**config.mk**
```make
export PLATFORM = sky130hd
export DESIGN_NAME = tmds_decode
export DESIGN_NICKNAME = d
export VERILOG_FILES = /design/src/rtl/tmds_pkg.sv /design/src/rtl/tmds_align_fsm.sv /design/src/rtl/tmds_decode.sv
export SDC_FILE = /design/constraint.sdc
export NUM_CORES = 1
export LEC_CHECK = 0
export CORE_MARGIN = 1
export CORE_UTILIZATION = 59
export DETAILED_ROUTE_END_ITERATION = 16
export HOLD_SLACK_MARGIN = 0.03
export PLACE_DENSITY_LB_ADDON = 0.2
export SLEW_MARGIN = 20
export SYNTH_ARGS = -nofsm -noshare
export SYNTH_HDL_FRONTEND = slang
export SYNTH_SLANG_ARGS = --single-unit
```
**constraint.sdc**
```tcl
create_clock -name vga_clk -period 3.52 [get_ports vga_clk]
set_input_delay 0.704 -clock vga_clk [delete_from_list [all_inputs] [get_ports vga_clk]]
set_output_delay 0.704 -clock vga_clk [all_outputs]
set_load 0.01 [all_outputs]
```
**src/rtl/tmds_pkg.sv**
```systemverilog
// Shared TMDS definitions for the encode and decode blocks.
// Holds the control tokens, the {c1,c0} mapping and the alignment state encodings.
package tmds_pkg;

    // Control tokens in this codebase's encoder bit ordering, indexed by {c1,c0}
    localparam logic [9:0] CTRL_TOKEN_00 = 10'h0AB;
    localparam logic [9:0] CTRL_TOKEN_01 = 10'h354;
    localparam logic [9:0] CTRL_TOKEN_10 = 10'h0AA;
    localparam logic [9:0] CTRL_TOKEN_11 = 10'h355;

    typedef enum logic [1:0] {
        ST_SEARCH = 2'd0,
        ST_SLIP   = 2'd1,
        ST_WAIT   = 2'd2,
        ST_LOCKED = 2'd3
    } align_state_t;

    // Result of matching a symbol against the control-token alphabet
    typedef struct packed {
        logic       is_ctrl;
        logic [1:0] cv;         // {c1,c0}
    } ctrl_info_t;

    function automatic ctrl_info_t ctrl_decode(input logic [9:0] sym);
        ctrl_info_t info;
        info = '0;
        case (sym)
            CTRL_TOKEN_00: begin info.is_ctrl = 1'b1; info.cv = 2'b00; end
            CTRL_TOKEN_01: begin info.is_ctrl = 1'b1; info.cv = 2'b01; end
            CTRL_TOKEN_10: begin info.is_ctrl = 1'b1; info.cv = 2'b10; end
            CTRL_TOKEN_11: begin info.is_ctrl = 1'b1; info.cv = 2'b11; end
            default:       info = '0;
        endcase
        return info;
    endfunction

    function automatic logic [9:0] ctrl_encode(input logic [1:0] cv);
        logic [9:0] tok;
        case (cv)
            2'b00:   tok = CTRL_TOKEN_00;
            2'b01:   tok = CTRL_TOKEN_01;
            2'b10:   tok = CTRL_TOKEN_10;
            default: tok = CTRL_TOKEN_11;
        endcase
        return tok;
    endfunction

endpackage

```
**src/rtl/tmds_align_fsm.sv**
```systemverilog
// Word-alignment controller: counts control-token runs, requests bit-slips
// while searching, and reports lock. Timer doubles as the WAIT settle counter,
// so SLIP_WAIT must not exceed TIMEOUT.
module tmds_align_fsm
    import tmds_pkg::*;
#(
    parameter int CTRL_RUN  = 32,
    parameter int TIMEOUT   = 4096,
    parameter int SLIP_WAIT = 8
) (
    input  logic vga_clk,
    input  logic sys_rst_n,
    input  logic is_ctrl,
    output logic locked,
    output logic locked_next,
    output logic bitslip
);

    localparam int RUN_W = $clog2(CTRL_RUN + 1);
    localparam int TMR_W = $clog2(TIMEOUT + 1);

    align_state_t     state_reg, state_next;
    logic [RUN_W-1:0] run_cnt_reg, run_cnt_next;
    logic [TMR_W-1:0] tmr_reg, tmr_next;
    logic             locked_reg, bitslip_reg;
    logic             counting, run_done, tmr_expired, wait_done;

    // Run completion and timer conditions; completion only counts while runs are being tracked
    always_comb begin
        counting    = (state_reg == ST_SEARCH) || (state_reg == ST_LOCKED);
        run_done    = counting && is_ctrl && (run_cnt_reg == RUN_W'(CTRL_RUN - 1));
        tmr_expired = (tmr_reg == TMR_W'(TIMEOUT - 1));
        wait_done   = (tmr_reg == TMR_W'(SLIP_WAIT - 1));
    end

    // Next-state decision; a completing run beats a coinciding timer expiry
    always_comb begin
        state_next = state_reg;
        case (state_reg)
            ST_SEARCH: begin
                if (run_done)         state_next = ST_LOCKED;
                else if (tmr_expired) state_next = ST_SLIP;
            end
            ST_SLIP:   state_next = ST_WAIT;
            ST_WAIT:   if (wait_done) state_next = ST_SEARCH;
            ST_LOCKED: if (!run_done && tmr_expired) state_next = ST_SEARCH;
            default:   state_next = ST_SEARCH;
        endcase
    end

    // Saturating run counter (held at zero around a slip) and saturating timer
    always_comb begin
        run_cnt_next = run_cnt_reg;
        if (!counting || !is_ctrl)
            run_cnt_next = '0;
        else if (run_cnt_reg != RUN_W'(CTRL_RUN))
            run_cnt_next = run_cnt_reg + 1'b1;

        tmr_next = tmr_reg;
        if ((state_next != state_reg) || run_done)
            tmr_next = '0;
        else if (tmr_reg != TMR_W'(TIMEOUT))
            tmr_next = tmr_reg + 1'b1;
    end

    // State, counters and registered outputs
    always_ff @(posedge vga_clk or negedge sys_rst_n) begin
        if (!sys_rst_n) begin
            state_reg   <= ST_SEARCH;
            run_cnt_reg <= '0;
            tmr_reg     <= '0;
            locked_reg  <= 1'b0;
            bitslip_reg <= 1'b0;
        end else begin
            state_reg   <= state_next;
            run_cnt_reg <= run_cnt_next;
            tmr_reg     <= tmr_next;
            locked_reg  <= (state_next == ST_LOCKED);
            bitslip_reg <= (state_next == ST_SLIP);
        end
    end

    assign locked      = locked_reg;
    assign locked_next = (state_next == ST_LOCKED);
    assign bitslip     = bitslip_reg;

endmodule

```
**src/rtl/tmds_decode.sv**
```systemverilog
// Per-channel TMDS receive decoder: two-stage pipeline recovering the pixel
// byte, c0/c1 and data-enable, plus the word-alignment controller.
module tmds_decode
    import tmds_pkg::*;
#(
    parameter int CTRL_RUN  = 32,
    parameter int TIMEOUT   = 4096,
    parameter int SLIP_WAIT = 8
) (
    input  logic       vga_clk,
    input  logic       sys_rst_n,
    input  logic [9:0] data_in,
    output logic [7:0] data_out,
    output logic       hsync,
    output logic       vsync,
    output logic       rgb_valid,
    output logic       locked,
    output logic       bitslip
);

    logic [9:0] sym_reg;
    ctrl_info_t ctrl;
    logic [7:0] q;
    logic [7:0] d;
    logic       locked_next;
    logic [7:0] data_out_reg;
    logic       hsync_reg, vsync_reg, rgb_valid_reg;

    // Stage 1: capture the aligned symbol
    always_ff @(posedge vga_clk or negedge sys_rst_n) begin
        if (!sys_rst_n) sym_reg <= '0;
        else            sym_reg <= data_in;
    end

    assign ctrl = ctrl_decode(sym_reg);

    // Undo the optional inversion, then the XOR/XNOR transition chain
    assign q    = sym_reg[9] ? ~sym_reg[7:0] : sym_reg[7:0];
    assign d[0] = q[0];

    genvar gi;
    generate
        for (gi = 1; gi < 8; gi++) begin : g_chain
            assign d[gi] = sym_reg[8] ? (q[gi] ^ q[gi-1]) : ~(q[gi] ^ q[gi-1]);
        end
    endgenerate

    tmds_align_fsm #(
        .CTRL_RUN  (CTRL_RUN),
        .TIMEOUT   (TIMEOUT),
        .SLIP_WAIT (SLIP_WAIT)
    ) u_align (
        .vga_clk     (vga_clk),
        .sys_rst_n   (sys_rst_n),
        .is_ctrl     (ctrl.is_ctrl),
        .locked      (locked),
        .locked_next (locked_next),
        .bitslip     (bitslip)
    );

    // Stage 2: register decoded outputs; syncs only change on control tokens
    always_ff @(posedge vga_clk or negedge sys_rst_n) begin
        if (!sys_rst_n) begin
            data_out_reg  <= '0;
            hsync_reg     <= 1'b0;
            vsync_reg     <= 1'b0;
            rgb_valid_reg <= 1'b0;
        end else if (ctrl.is_ctrl) begin
            data_out_reg  <= '0;
            rgb_valid_reg <= 1'b0;
            hsync_reg     <= ctrl.cv[0];
            vsync_reg     <= ctrl.cv[1];
        end else begin
            data_out_reg  <= d;
            rgb_valid_reg <= locked_next;
        end
    end

    assign data_out  = data_out_reg;
    assign hsync     = hsync_reg;
    assign vsync     = vsync_reg;
    assign rgb_valid = rgb_valid_reg;

endmodule

```
Word level (Yosys, flattened, before mapping) --
Cells that the tools add are included.
Cells by class: equality and inequality tests 15, reduce and logical (&&, ||, !) cells 12, multiply operators 0, magnitude comparators 0, muxes and demuxes 20, divide/modulo/power cells 0, $add $sub $neg 2, shift operators 0, bitwise gates (word level) 15
Operator list (number):
- $mux 13 | 2
- $eq 10x10->1 const B | 2
- $eq 10x8->1 const B | 2
- $mux 8 | 2
- $add 13x1->13 const B | 1
- $eq 13x12->1 const B | 1
- $eq 13x3->1 const B | 1
- $ne 13x13->1 const B | 1
- $mux 6 | 2
- $pmux 3 s4 | 1
- $mux 1 | 8
- $mux 2 | 4
- $not 8->8 | 1
- $pmux 2 s4 | 1
- $not 1->1 | 7
- $xor 1x1->1 | 7
- $add 6x1->6 const B | 1
- $eq 2x2->1 const B | 3
- $eq 6x5->1 const B | 1
- $ne 6x6->1 const B | 1
- $eq 2x1->1 const B | 2
- $reduce_bool 2->1 | 2
- $logic_and 1x1->1 | 3
- $logic_not 1->1 | 3
- 3 further kinds | 5
Storage, ports and cells: bits in registers 44, memory bits (writable) 0, memories 0, input bits 12, bits in latches 0, output and inout bits 13, ROM bits 0, word-level logic and storage cells 74

Depth between registers and ports, before layout --
Gate-level depths: netlist of the first run.
depth in word-level cells 11, mapped depth 9, depth with buffers taken out 8

Modules after synthesis --
From an unflattened synthesis of the first run, not the netlist that was laid out.
Second synthesis, totals: cells, all modules 201, area, all modules 2289.7 µm²
By module, submodules not included:
- tmds_align_fsm | cells an instance 132, area an instance 1395.1 µm², times used 1, sequential area each 575.6 µm²
- tmds_decode | cells an instance 69, area an instance 894.6 µm², times used 1, sequential area each 525.5 µm²

Least setup slack after synthesis of the first run --
No wires, ideal clock.
kind flip-flop to flip-flop, from reg sym_reg[1], to reg rgb_valid_reg, in the netlist rgb_valid, setup slack 1.287 ns, cell stages (with the launch flop) 8, arrival time 2.139 ns, data required time 3.426 ns, cells stage by stage dfrtp_1 nand4b_1 or4_1 buf_2 a2111oi_4 o21ai_2 a22o_4 nor4b_4
Between the ends: cells in the longest elaborated chain, start to end 10, elaborated cells on any way between the ends 14, classes of those cells 5 x eq/ne; 5 x mux; 4 x reduce/logical
RTL lines:
- start, declared | line tmds_decode.sv:21 | logic [9:0] sym_reg;
- start signal, assigned | line tmds_decode.sv:32 | else sym_reg <= data_in;
- $eq 10x10->1 / $eq 10x8->1 (equally long branches) | line tmds_pkg.sv:27 | case (sym)
- $pmux 3 s4 * | line tmds_pkg.sv:27
- $logic_and 1x1->1 (2 in series) | line tmds_align_fsm.sv:31 | run_done = counting && is_ctrl && (run_cnt_reg == RUN_W'(CTRL_RUN - 1));
- $logic_not 1->1 | line tmds_align_fsm.sv:46 | ST_LOCKED: if (!run_done && tmr_expired) state_next = ST_SEARCH;
- $logic_and 1x1->1 | line tmds_align_fsm.sv:46
- $mux 2 | line tmds_align_fsm.sv:46
- $pmux 2 s4 | line tmds_align_fsm.sv:39 | case (state_reg)
- $eq 2x2->1 | line tmds_align_fsm.sv:84 | assign locked_next = (state_next == ST_LOCKED);
- $mux 1 * | line tmds_decode.sv:68 | end else if (ctrl.is_ctrl) begin
- end signal, assigned | line tmds_decode.sv:75 | rgb_valid_reg <= locked_next;
- end, declared | line tmds_decode.sv:27 | logic hsync_reg, vsync_reg, rgb_valid_reg;
Every way passes the cells marked *; elsewhere a longest branch is shown, timed or not. A chain may end at the register's enable or synchronous reset.

Final worst setup path of the first run --
from reg u_align.state_reg[1], to reg u_align.tmr_reg[2]
Between the ends: cells in the longest elaborated chain, start to end 11, elaborated cells on any way between the ends 18, classes of those cells 4 x eq/ne; 6 x mux; 8 x reduce/logical
RTL lines:
- start, declared | line tmds_align_fsm.sv:22 | align_state_t state_reg, state_next;
- start signal, assigned | line tmds_align_fsm.sv:75 | state_reg <= state_next;
- $eq 2x2->1 / $logic_not 2->1 (equally long branches) | line tmds_align_fsm.sv:30, tmds_align_fsm.sv:39
- $logic_or 1x1->1 | line tmds_align_fsm.sv:30 | counting = (state_reg == ST_SEARCH) || (state_reg == ST_LOCKED);
- $logic_and 1x1->1 (2 in series) | line tmds_align_fsm.sv:31
- $logic_not 1->1 | line tmds_align_fsm.sv:46
- $logic_and 1x1->1 | line tmds_align_fsm.sv:46
- $mux 2 | line tmds_align_fsm.sv:46
- $pmux 2 s4 | line tmds_align_fsm.sv:39
- $ne 2x2->1 | line tmds_align_fsm.sv:60 | if ((state_next != state_reg) || run_done)
- $logic_or 1x1->1 * | line tmds_align_fsm.sv:60
- $mux 13 / $reduce_bool 2->1 (equally long branches)
- end signal, assigned | line tmds_align_fsm.sv:77 | tmr_reg <= tmr_next;
- end, declared | line tmds_align_fsm.sv:24 | logic [TMR_W-1:0] tmr_reg, tmr_next;
Marks and branches as above.

==> flow_summary.ini, run 1 <==
[final_layout]
final_area_mm2 = 0.00248
fin_cells = 280
n_antenna_cell = 0
final_common_cell = dfrtp_1
area_growth_pct = 15.8
nNetsFinal = 253
layout_common_cells = 44 x dfrtp_1, 39 x nor2_1, 23 x clkdlybuf4s50_1, 21 x xnor2_1, 12 x nand2_1
largest_register_ffs = 13
fin_util = 0.726
num-fill-cells = 266
drive_gt1_frac = 0.0684

[power_and_ir_drop]
peakVddDrop_v = 0.000376
p_leak_nw = 1.03
power_uw = 898
power_density_mw_per_mm2 = 362

[clock_tree]
clk-insertion-delay-late_ps = 370
postCtsHoldBufs = 0
ctsRootBufferMaster = clkbuf_4
clk_pin_slew_ps = 130
tritoncts = built
clock_sinks = 44
cts_setup_buffers = 0
htreeDepth = 2
cts.path.max_buffers = 2
cts_buffers = 5
cts_resized = 0

[yosys]
syn_area_mm2 = 0.00214
synth_area_per_cell_um2 = 10.4
synthCells = 206
yosys_most_used_dff = dfrtp_1
ys_ff_latch = 44
syn-num-nets = 226
yosys_warnings = 0
synth_edf_count = 0
async_reset_ff_frac = 1.00
ys_seq_area_frac = 0.514
ys_types = 37

[global_routing]
overflow = 0
grt_pass1_vias = 1571
grt_max_degree = 45
grt_pass1_wl_mm = 7.00
antenna_found_initial = 0
gr-usage-all-layers = 0.235

[timing]
finClkSkew_ps = 11.8
final_hold_viol_count = 0
finalCritPeriodShare = 0.723
fin_ws_ps = 974
fin_setup_tns_ps = 0
whs_ps = 444
rsz0062_at_grt = false
timing.slew.headroom = 0.382
setup_viol = 0
fmax_mhz = 393
worstMarginPinSlew_ps = 927
min_period_ps = 2550
maxSlewViolCount = 0

[place]
place_congestion = 0.789
dpl-instance-area_mm2 = 0.00241
port_buffers = 24
dp_slack_ps = 1030
place_inst = 272
post-dp-hpwl_mm = 2.97

[die]
die_x_um = 62.3
rows = 21
die_h_um = 62.3
pin_count = 25
core_area_mm2 = 0.00342
initial_core_util = 0.627
die-area_mm2 = 0.00388

[worst_setup_path]
start_kind = register
critical-path-top-delay-family = simple AND/OR/NAND/NOR gates
path_max_fanout = 13
cp-end-kind = register
worst_ep_arrival_time_ps = 2800
cpMaxStageDelayCell = dfrtp_1
crit_type = register to register
critPathMaxStageDelay_ps = 470
path_buf_inv = 1
r2r-end = u_align.tmr_reg[2]
crit_required_ps = 3770
crit_chain = inv_1 > ha_1 > nor4_1 > nand4_1 > and2_1 > o32a_1 > nand3_1 > nor2_1
r2r_slack_ps = 970
regToRegStartpoint = u_align.state_reg[1]
reg2regPathDepth = 8

[drt]
remaining_drc_errors = 0
ant_nets = 0
vias_per_cell = 5.51
num_vias = 1543
dr.pass1.iters = 4
drt_wl_total_mm = 4.00
wl_per_cell_um = 14.3
drtIter0Drc = 151

[outcome]
status = completed

[job]
maxCapViolCount = 0

[worst_hold_path]
hold_path.class = input pin to asynchronous set/reset pin
==> where the power goes <==
| part | switching (mW) | internal (mW) | leakage (nW) |
|---|---|---|---|
| clock | 0.167 | 0.0970 | 0.0305 |
| sequential | 0.0133 | 0.527 | 0.554 |
| combinational | 0.0380 | 0.0548 | 0.445 |
==> worst reg2reg max path, delay by kind of cell, from the launching register on <==
| kind | cells | cell delay (ps) |
|---|---|---|
| AOI/OAI and AO/OA | 1 | 300 |
| buffers and inverters | 1 | 150 |
| adders and majority gates | 1 | 300 |
| and+or+nand+nor | 5 | 1210 |
| DFF | 1 | 470 |
==> cells in the mapped netlist, types with 2 or more instances <==
library cell  count  area (um^2)
dfrtp_1          44         1100
buf_2             2         10.0
o21ai_0           3         15.0
nand2_1          12         45.0
nor4bb_1          2         20.0
nor3_1            2         10.0
inv_1             8         30.0
or4_1             2         15.0
a21oi_1           8         40.0
a211oi_1          2         15.0
and3b_1           2         17.5
nand4_1           8         50.1
xnor2_1          21          184
nor4_1            4         25.0
xor2_1            7         61.3
ha_1              8          100
nor4b_1           2         17.5
nand2b_1          4         25.0
or2_2             2         12.5
nor2_1           39          146
nand3_1           8         40.0
==> cells by family (layout without fill, tap and decap cells) <==
logic type               after synthesis  in the layout  share of synthesized area
AO/OA/AOI/OAI                         20             20                     0.0712
XOR/XNOR                              28             28                      0.114
adder cells (fa/ha/maj)                8              8                     0.0467
buffers and inverters                 12             40                     0.0239
flip-flops                            44             44                      0.514
multiplexers                           1              1                    0.00525
AND/OR/NAND/NOR                       93             93                      0.225
==> worst max path at each step <==
stage	from	endpoint	slack [ps]	depth (start not counted)
final	u_align.state_reg[1]	u_align.tmr_reg[2]	970	8
after global routing	u_align.state_reg[1]	u_align.tmr_reg[2]	760	8
after CTS	sym_reg[8]	rgb_valid	990	6
after detailed placement	sym_reg[8]	rgb_valid	1030	6
after global placement	sym_reg[8]	rgb_valid	1100	6
after floorplan	sym_reg[1]	rgb_valid	1290	7
==> routing by layer <==
| metal | GRT usage | routed length [um] |
|---|---|---|
| met4 | 0.137 | 104 |
| met1 | 0.284 | 1680 |
| met5 | 0 | 0 |
| met3 | 0.0607 | 200 |
| met2 | 0.380 | 2020 |
==> cell type report <==
| class | instances | area [um^2] | share of cell area |
|---|---|---|---|
| clock buffers | 6 | 51.3 | 0.0207 |
| clock inverters | 2 | 15.0 | 0.00605 |
| inverters | 8 | 30.0 | 0.0121 |
| multi-input cells | 150 | 991 | 0.399 |
| flip-flops and latches | 44 | 1100 | 0.444 |
| well taps | 46 | 57.6 | 0.0232 |
| repair buffers | 24 | 235 | 0.0948 |
Power figures use the tool's default switching activity.
==> run 2, diff against run 1 <==
- CORE_UTILIZATION: 59 -> 55
- clock period: 3.52 -> 2.7 ns (I/O delays scaled with it)
==> flow_summary.ini, run 2 (synthesis gave the netlist of run 1 again) <==
[worst_setup_path]
worst_ep_arrival_time_ps = 2710
crit_required_ps = 2910
regToRegStartpoint = sym_reg[8]
reg2regPathDepth = 6
path_max_fanout = 6
crit_type = register to register
start_kind = register
cp-end-kind = register
r2r-end = rgb_valid
r2r_slack_ps = 190

[drt]
drt_wl_total_mm = 4.05
drtIter0Drc = 118
num_vias = 1571
ant_nets = 0
vias_per_cell = 5.57
remaining_drc_errors = 0
dr.pass1.iters = 6
wl_per_cell_um = 14.4

[final_layout]
nNetsFinal = 253
num-fill-cells = 289
drive_gt1_frac = 0.0726
layout_common_cells = 44 x dfrtp_1, 39 x nor2_1, 23 x clkdlybuf4s50_1, 21 x xnor2_1, 12 x nand2_1
fin_cells = 282
multi_input_area_um2 = 996
seqCellArea_mm2 = 0.00110
final_common_cell = dfrtp_1
largest_register_ffs = 13
n_antenna_cell = 0
area_growth_pct = 18.2

[job]
maxCapViolCount = 0

[power_and_ir_drop]
p_leak_nw = 1.06
peakVddDrop_v = 0.000429
power_density_mw_per_mm2 = 518

[global_routing]
grt_max_degree = 45
grt_pass1_wl_mm = 6.89
antenna_found_initial = 0
grt_pass1_vias = 1592
overflow = 0
gr-usage-all-layers = 0.224

[worst_hold_path]
hold_path.class = input pin to asynchronous set/reset pin

[timing]
worstMarginPinSlew_ps = 924
min_period_ps = 2510
final_hold_viol_count = 0
finClkSkew_ps = 2.52
timing.slew.headroom = 0.384
rsz0062_at_grt = false
finalCritPeriodShare = 0.928
fmax_mhz = 399
fin_setup_tns_ps = 0
maxSlewViolCount = 0
setup_viol = 0

[clock_tree]
clk-insertion-delay-late_ps = 290
clock_sinks = 44
cts_buffers = 5
cts.path.max_buffers = 2
ctsRootBufferMaster = clkbuf_8
cts_setup_buffers = 0
htreeDepth = 2
clk_pin_slew_ps = 80
tritoncts = built
postCtsHoldBufs = 0
cts_resized = 0

[outcome]
status = completed

[place]
place_inst = 274
place_congestion = 0.848
post-dp-hpwl_mm = 3.02
port_buffers = 24

[die]
core_area_mm2 = 0.00369
initial_core_util = 0.581
die_x_um = 64.4
pin_count = 25
die_h_um = 64.4
rows = 22
die-area_mm2 = 0.00415
-- run 2: area by class of cell --
cell class,instances,area share
Inverter,8,0.0119
Clock inverter,3,0.0168
Sequential cell,44,0.435
Tap cell,48,0.0237
Multi-Input combinational cell,150,0.393
Timing Repair Buffer,24,0.0928
Clock buffer,5,0.0272
-- run 2: critical path: stages (launching register included) --
cell	delay, ps
dfrtp_1	490
nand4b_1	150
or4_1	670
a2111oi_4	450
o21ai_1	140
a22o_4	270
nor4b_4	250
-- run 2: how the worst max path moves through the flow --
stage | from | end | slack (ps) | depth (start not counted)
after global routing | sym_reg[8] | rgb_valid | 60 | 6
after CTS | u_align.state_reg[1] | u_align.tmr_reg[6] | 100 | 8
final | sym_reg[8] | rgb_valid | 190 | 6
after floorplan | sym_reg[1] | rgb_valid | 470 | 7
after detailed placement | u_align.state_reg[1] | u_align.tmr_reg[6] | 150 | 8
after global placement | sym_reg[8] | rgb_valid | 260 | 6
-- run 2: through the flow --
step	util	setup slack [ps]	power [mW]	hold slack [ps]	instance area, um^2
4_1_cts	0.686	96.3	1.33	414	2530
6_report	0.687	194	1.31	383	2530
3_5_place_dp	0.655	145	0.845	504	2420
2_1_floorplan	-	467	0.765	244	2140
3_3_place_gp	0.655	257	0.840	480	2420
5_1_grt	0.687	62.1	1.37	463	2530
-- run 2: metal layers --
| metal | vias to the layer above | track usage | wire length, um |
|---|---|---|---|
| met5 | - | 0 | 0 |
| met4 | 0 | 0.125 | 132 |
| met3 | 16 | 0.0563 | 251 |
| met2 | 64 | 0.370 | 2000 |
| met1 | 740 | 0.267 | 1670 |
| li1 | 751 | - | - |
-- run 2: report_power, final --
group,switching (mW),internal (mW)
clock,0.212,0.273
combinational,0.0510,0.0714
sequential,0.0181,0.687
total,0.281,1.03
==> run 3, diff against run 2 <==
- CORE_UTILIZATION: 55 -> 28
==> flow_summary.ini, run 3 (synthesis gave the netlist of run 1 again) <==
[worst_setup_path]
crit_required_ps = 2910
cp-end-kind = register
worst_ep_arrival_time_ps = 2680
start_kind = register
reg2regPathDepth = 6
crit_type = register to register
path_max_fanout = 6

[die]
core_area_mm2 = 0.00733
pin_count = 25
die_x_um = 89.5
rows = 31
die_h_um = 89.5
initial_core_util = 0.292
die-area_mm2 = 0.00801

[clock_tree]
cts_setup_buffers = 0
ctsRootBufferMaster = clkbuf_8
cts_buffers = 5
clock_sinks = 44
cts.path.max_buffers = 2
htreeDepth = 2
postCtsHoldBufs = 0
cts_resized = 0
clk_pin_slew_ps = 90
clk-insertion-delay-late_ps = 300
tritoncts = built

[drt]
ant_nets = 0
num_vias = 1490
wl_per_cell_um = 11.9
dr.pass1.iters = 4
vias_per_cell = 4.43
remaining_drc_errors = 0
drt_wl_total_mm = 4.00
drtIter0Drc = 48

[power_and_ir_drop]
power_mw = 1.35
peakVddDrop_v = 0.000201
p_leak_nw = 1.07
power_density_mw_per_mm2 = 514

[timing]
finClkSkew_ps = 5.48
fin_ws_ps = 229
fin_setup_tns_ps = 0
rsz0062_at_grt = false
final_hold_viol_count = 0
finalCritPeriodShare = 0.915
maxSlewViolCount = 0
setup_viol = 0
min_period_ps = 2470
timing.slew.headroom = 0.627
worstMarginPinSlew_ps = 555
fmax_mhz = 405

[global_routing]
grt_pass1_vias = 1487
antenna_found_initial = 0
grt_pass1_wl_mm = 7.00
gr-usage-all-layers = 0.118
grt_max_degree = 26
overflow = 0

[place]
post-dp-hpwl_mm = 2.97
place_congestion = 0.832
dp_slack_ps = 271
port_buffers = 24

[final_layout]
n_antenna_cell = 0
final_common_cell = dfrtp_1
drive_gt1_frac = 0.0802
nNetsFinal = 256
area_growth_pct = 22.2
layout_common_cells = 44 x dfrtp_1, 39 x nor2_1, 23 x clkdlybuf4s50_1, 21 x xnor2_1, 12 x nand2_1
largest_register_ffs = 13

[worst_hold_path]
hold_path.class = input pin to asynchronous set/reset pin

[job]
maxCapViolCount = 0

[outcome]
status = completed
run 3: cell count changes in the layout (fill, tap and decap cells not counted):
cell	previous run	this run
buf_4	0	3
clkinv_2	1	0
inv_6	0	1
nand3_1	7	8
nand3_2	1	0
run 3: layout make-up:
cell class,instances,area [um^2]
clock buffers,5,68.8
clock inverters,3,46.3
fillers,733,4710
inverters,8,30.0
multi-input cells,150,991
flip-flops and latches,44,1100
well taps,99,124
repair buffers,27,258
run 3: final timing paths:
path                                  from             endpoint  slack [ps]
min in group vga_clk                 hsync                hsync         530
worst max-delay path            sym_reg[8]            rgb_valid         230
worst min register to register       hsync                hsync         530
max in group asynchronous        sys_rst_n           sym_reg[9]        1860
worst max register to register  sym_reg[8]            rgb_valid         230
worst min-delay path             sys_rst_n  u_align.tmr_reg[10]         180
run 3: critical path: stages, from the launching register on:
cell and delay (ps):
dfrtp_1 490, nand4b_1 140, or4_1 650, a2111oi_4 430, o21ai_2 100, a22o_4 300
nor4b_4 270
run 3: through the flow:
stage	cells	utilization	hold WS, ps	cell area, um^2
2_1_floorplan	206	-	244	2140
3_3_place_gp	328	0.342	511	2500
3_5_place_dp	328	0.342	492	2500
4_1_cts	336	0.357	183	2620
5_1_grt	336	0.357	204	2620
6_report	336	0.357	177	2620
run 3: per-layer routing:
layer / GRT usage / routed length, um / vias up / share of wire
met3: 0.0323 / 143 / 8 / 0.036
li1: - / - / 757 / -
met1: 0.146 / 1920 / 701 / 0.48
met5: 0 / 0 / - / 0
met4: 0.0606 / 87 / 0 / 0.022
met2: 0.187 / 1850 / 24 / 0.46
run 3: power breakdown:
| part | internal [mW] | switching [mW] | leakage, nW |
|---|---|---|---|
| clock | 0.279 | 0.239 | 0.0548 |
| sequential | 0.687 | 0.0172 | 0.554 |
| combinational | 0.0725 | 0.0513 | 0.461 |
